--- config.mk ---
export PLATFORM = sky130hd
export DESIGN_NAME = fetch_unit
export DESIGN_NICKNAME = d
export VERILOG_FILES = /design/src/rtl/core_pkg.sv /design/src/rtl/fetch_buffer.sv /design/src/rtl/fetch_unit.sv
export SDC_FILE = /design/constraint.sdc
export NUM_CORES = 1
export LEC_CHECK = 0
export CAP_MARGIN = 20
export CORE_AREA = 2 2 127 129
export CTS_CLUSTER_SIZE = 8
export DETAILED_ROUTE_END_ITERATION = 10
export DIE_AREA = 0 0 129 131
export GPL_TIMING_DRIVEN = 0
export PLACE_DENSITY = 0.78
export SLEW_MARGIN = 20
export SYNTH_ARGS = -nofsm -noshare
export SYNTH_HDL_FRONTEND = slang
export SYNTH_SLANG_ARGS = --single-unit
--- constraint.sdc ---
create_clock -name clk -period 5.3 [get_ports clk]
set_input_delay 0.795 -clock clk [delete_from_list [all_inputs] [get_ports clk]]
set_output_delay 0.795 -clock clk [all_outputs]
set_load 0.01 [all_outputs]
--- src/rtl/core_pkg.sv ---
// Shared core definitions: datapath width, fetch granularity and the
// {pc, instr} record carried through the instruction buffer.
package core_pkg;
    localparam int XLEN        = 32;
    localparam int INSTR_BYTES = 4;
    localparam logic [XLEN-1:0] DEFAULT_RESET_PC = 32'h0000_0000;

    typedef struct packed {
        logic [XLEN-1:0] pc;
        logic [XLEN-1:0] instr;
    } fetch_entry_t;
endpackage

--- src/rtl/fetch_buffer.sv ---
// Small synchronous FIFO of fetched {pc, instr} entries with flush.
// The head is presented straight from storage; there is no write-to-read bypass.
module fetch_buffer
    import core_pkg::*;
#(
    parameter int DEPTH = 2,
    parameter int CNT_W = $clog2(DEPTH + 1)
) (
    input  logic               clk,
    input  logic               rst,
    input  logic               flush,
    input  logic               push,
    input  fetch_entry_t       push_data,
    input  logic               pop,
    output logic               head_valid,
    output fetch_entry_t       head_data,
    output logic [CNT_W-1:0]   count
);
    localparam int PTR_W = (DEPTH > 1) ? $clog2(DEPTH) : 1;

    fetch_entry_t     mem_q [DEPTH];
    logic [PTR_W-1:0] wr_ptr_q;
    logic [PTR_W-1:0] rd_ptr_q;
    logic [CNT_W-1:0] count_q;
    logic             push_ok;
    logic             pop_ok;

    // Pointers wrap at DEPTH, which need not be a power of two.
    function automatic logic [PTR_W-1:0] ptr_inc(input logic [PTR_W-1:0] p);
        return (p == PTR_W'(DEPTH - 1)) ? '0 : p + PTR_W'(1);
    endfunction

    assign head_valid = (count_q != '0);
    assign push_ok    = push && (count_q != CNT_W'(DEPTH));
    assign pop_ok     = pop && head_valid;

    always_ff @(posedge clk) begin
        if (rst || flush) begin
            wr_ptr_q <= '0;
            rd_ptr_q <= '0;
            count_q  <= '0;
        end else begin
            if (push_ok) wr_ptr_q <= ptr_inc(wr_ptr_q);
            if (pop_ok)  rd_ptr_q <= ptr_inc(rd_ptr_q);
            case ({push_ok, pop_ok})
                2'b10:   count_q <= count_q + CNT_W'(1);
                2'b01:   count_q <= count_q - CNT_W'(1);
                default: count_q <= count_q;
            endcase
        end
    end

    always_ff @(posedge clk) begin
        if (push_ok) mem_q[wr_ptr_q] <= push_data;
    end

    assign head_data = head_valid ? mem_q[rd_ptr_q] : '0;
    assign count     = count_q;
endmodule

--- src/rtl/fetch_unit.sv ---
// Instruction-fetch initiator: issues sequential word fetches, tracks the single
// in-flight response and queues returned words for decode; redirects squash all.
module fetch_unit
    import core_pkg::*;
#(
    parameter logic [XLEN-1:0] RESET_PC = DEFAULT_RESET_PC,
    parameter int              DEPTH    = 2
) (
    input  logic            clk,
    input  logic            rst,
    output logic [XLEN-1:0] imem_addr,
    output logic            imem_stall,
    input  logic [XLEN-1:0] imem_data,
    input  logic            redirect_valid,
    input  logic [XLEN-1:0] redirect_pc,
    output logic            if_valid,
    output logic [XLEN-1:0] if_instr,
    output logic [XLEN-1:0] if_pc,
    input  logic            id_ready
);
    localparam int CNT_W = $clog2(DEPTH + 1);

    logic [XLEN-1:0] pc_q, pc_d;
    logic [XLEN-1:0] inflight_pc_q, inflight_pc_d;
    logic            inflight_q, inflight_d;
    logic [CNT_W-1:0] count;
    logic [CNT_W:0]   occupancy;
    logic             deq;
    logic             issue_en;
    logic             push;
    fetch_entry_t     push_entry;
    fetch_entry_t     head;

    assign deq = if_valid & id_ready;

    // Slots already committed after this cycle's dequeue; a new fetch needs a free one.
    assign occupancy = {1'b0, count} + (CNT_W + 1)'(inflight_q) - (CNT_W + 1)'(deq);
    assign issue_en  = ~rst & ~redirect_valid & (occupancy < (CNT_W + 1)'(DEPTH));

    assign imem_stall = ~issue_en;
    assign imem_addr  = pc_q;

    assign push       = inflight_q & ~redirect_valid & ~rst;
    assign push_entry = '{pc: inflight_pc_q, instr: imem_data};

    always_comb begin
        pc_d          = pc_q;
        inflight_pc_d = inflight_pc_q;
        inflight_d    = issue_en;
        if (redirect_valid) begin
            pc_d = {redirect_pc[XLEN-1:2], 2'b00};
        end else if (issue_en) begin
            pc_d          = pc_q + XLEN'(INSTR_BYTES);
            inflight_pc_d = pc_q;
        end
    end

    always_ff @(posedge clk) begin
        if (rst) begin
            pc_q          <= RESET_PC;
            inflight_q    <= 1'b0;
            inflight_pc_q <= '0;
        end else begin
            pc_q          <= pc_d;
            inflight_q    <= inflight_d;
            inflight_pc_q <= inflight_pc_d;
        end
    end

    fetch_buffer #(
        .DEPTH (DEPTH),
        .CNT_W (CNT_W)
    ) u_buffer (
        .clk        (clk),
        .rst        (rst),
        .flush      (redirect_valid),
        .push       (push),
        .push_data  (push_entry),
        .pop        (deq),
        .head_valid (if_valid),
        .head_data  (head),
        .count      (count)
    );

    assign if_instr = head.instr;
    assign if_pc    = head.pc;
endmodule

==> run metrics <==
result of the run complete, no violations; routed wl met2 8.797 mm; CTS tree yes; worst hold stages 0; largest net degree at the start of global routing 26; via/cell ratio 5.351; Reg area 0.005045 mm^2; clk slew on worst S/H paths 0.06 ns; WP data required 4.51 ns; Top FF cell, synth edfxtp_1; diode count 0; CTS Buf Count 17; DR vias 5710; EDFF count, synth 124; # DRC 0; average size of a mapped cell 11.84 um^2; first drt pass iteration count 5; r2r worst-path depth 14; GPL Wtd Cong 0.9083; initial core utilization 0.4966; placed cells 1035; IO buf count 158; fin crit share 0.9522; worst clock skew 0.006782 ns; all-layer global routing usage 0.2191; Power Total 2.986 mW; Worst Setup End Kind output port; crit path DAT 4.25 ns; Worst Setup Path Type primary input to output port; Pwr per Cell Area 291.1 mW/mm^2; clock buffer depth 2; Worst R2R Setup Slack 1.59 ns; Synth Cell Area 0.007745 mm^2; Endpoint, Worst Hold u_buffer.mem_q[1][42]; slew at the pin with the worst max-slew slack 0.7184 ns; RR Startpoint u_buffer.count[1]; Pleak 3.239 nW; Die W 129 um; final wirelength 18.13 mm; DIE HEIGHT 131 um; Distinct cells, synth 46; Gate Count Post-Synth 654; max-cap check violation count 0; most common cell after layout, fill and taps aside clkdlybuf4s50_1; Nets 910; DIE AREA 0.01690 mm^2; worst skew pair latency 0.42 ns; share of cells above drive strength 1 0.06463; fin. max-slew vios 0; Area Overhead vs Synth 32.42%; antenna-violating nets left 0; Multi-input gate area 0.002521 mm^2; CP Launch Type primary input; Detailed Place HPWL 13.04 mm; Ys Warns 0; # setup viols final 0; violation count after the first detailed-route iteration 490; post-route insts no fill 1067; row cnt 46; Hold Startpoint inflight_pc_q[10]; FMAX 198.1 MHz; Root Driver clkbuf_16; # IOs 166; M1 WL 7.570 mm; Fin. Hold Viols 0; average wire per standard cell 17.00 um; ys async rst share 0; post-synthesis sequential area ratio 0.6514; highest routed layer met4; Synth Register Bits 190; H-tree depth 4; core area 0.01560 mm^2; antenna violations before repair 0; remaining global-route overflow 0; CP max FO 10; Hold/Removal Path Class flop to flop; Sink Count 190; RSZ-0062 raised after global routing no; first-pass GRT wire length 28.07 mm; Rel. slew slack 0.5211; met3 WL 1.444 mm; r2r endpoint inflight_pc_q[9]; vias in the first global route 5507; final period demand of the worst path 5.047 ns; most frequent cells in the layout clkdlybuf4s50_1, edfxtp_1, nand2_1; filler instances 1211; VDD IR-drop max 0.2250 mV
## worst max-delay path by stage
stage                                 start                     to  cells after the start
after global routing               id_ready             imem_stall                     11
after detailed placement  u_buffer.count[1]             imem_stall                     14
final                              id_ready             imem_stall                     11
after global placement       redirect_valid  u_buffer.mem_q[1][42]                      6
after CTS                          id_ready             imem_stall                     12
after floorplan                         rst   u_buffer.mem_q[0][0]                      6
## final cells by class
class | count | area share
multi-input combinational | 414 | 0.2458
inverter | 10 | 0.003660
sequential | 190 | 0.4919
clock inverter | 14 | 0.008784
clock buffer | 18 | 0.04184
buffer | 42 | 0.01745
tap | 216 | 0.02635
timing repair buffer | 163 | 0.1642
## stage by stage
stage / setup WS [ns] / TNS, ns / utilization / hold WS, ns / area, um^2
floorplan: 0.5532 / 0 / - / 0.4254 / 7756
global placement: -1.223 / -151.34 / 0.6160 / 0.4338 / 9608
detailed placement: -0.2881 / -0.2881 / 0.6231 / 0.4381 / 9718
CTS: 0.07904 / 0 / 0.6577 / 0.4520 / 10260
global route: 0.06654 / 0 / 0.6575 / 0.4751 / 10260
finish: 0.2533 / 0 / 0.6575 / 0.4532 / 10260
## what timing repair did
| item | 4_1_cts | 5_1_grt |
|---|---|---|
| hold buffers | 0 | 0 |
| resized for setup | 3 | 2 |
| endpoints found under the setup margin | 1 | 1 |
| buffers inserted | 1 | 0 |
| pin swaps | 1 | 0 |
## state kept, by name, indices dropped and copies added (netlist names), named ones only
| signal | cells |
|---|---|
| inflight_pc_q | 30 |
| imem_addr | 30 |
| u_buffer.mem_q | 124 |
| u_buffer.rd_ptr_q | 1 |
| inflight_q | 1 |
| u_buffer.wr_ptr_q | 1 |
| u_buffer.count | 2 |
## kinds of logic (layout without fill, tap and decap cells)
logic type | count (synthesis) | in the layout | share of synthesized area
DFF | 190 | 190 | 0.6514
other | 1 | 4 | 0.0004842
and+or+nand+nor | 232 | 232 | 0.1334
AOI/OAI and AO/OA | 81 | 81 | 0.06252
muxes | 63 | 63 | 0.08158
xor gates and xnor gates | 30 | 30 | 0.03490
buffers and inverters | 53 | 247 | 0.02827
adders and majority gates | 4 | 4 | 0.007432
## Yosys cell counts (4+ instances only)
cell type,n,area [um^2]
xnor2_1,26,227.7
buf_4,4,30.03
o22ai_1,6,37.54
a21oi_1,44,220.2
nand2_1,90,337.8
o21ai_0,5,25.02
and2_1,7,43.79
nor2_1,81,304.0
a211oi_1,8,60.06
buf_2,4,20.02
nand3_1,12,60.06
a31oi_1,5,31.28
nor4_1,6,37.54
mux2i_1,62,620.6
clkbuf_1,29,108.9
inv_1,8,30.03
dfxtp_1,66,1321
buf_1,6,22.52
edfxtp_1,124,3724
nor3_1,14,70.07
nand4_1,5,31.28
## worst max-delay path, cell delays in order
cell,delay (ns)
clkdlybuf4s50_1,0.44
and2_1,0.21
ha_1,0.26
nand2b_1,0.17
fa_1,0.69
inv_1,0.14
nor3_4,0.38
inv_2,0.06
clkbuf_1,0.27
clkbuf_2,0.31
clkdlybuf4s50_1,0.53
## power by group
part	switching, mW	internal [mW]
clock	0.529	0.597
sequential	0.0395	1.60
combinational	0.101	0.115
total	0.669	2.32
## metal layers
layer,vias to the layer above,track usage
met2,288,0.3679
li1,2693,-
met5,-,0
met4,0,0.08120
met3,29,0.04235
met1,2700,0.2858
(Power assumes the default switching activity.)
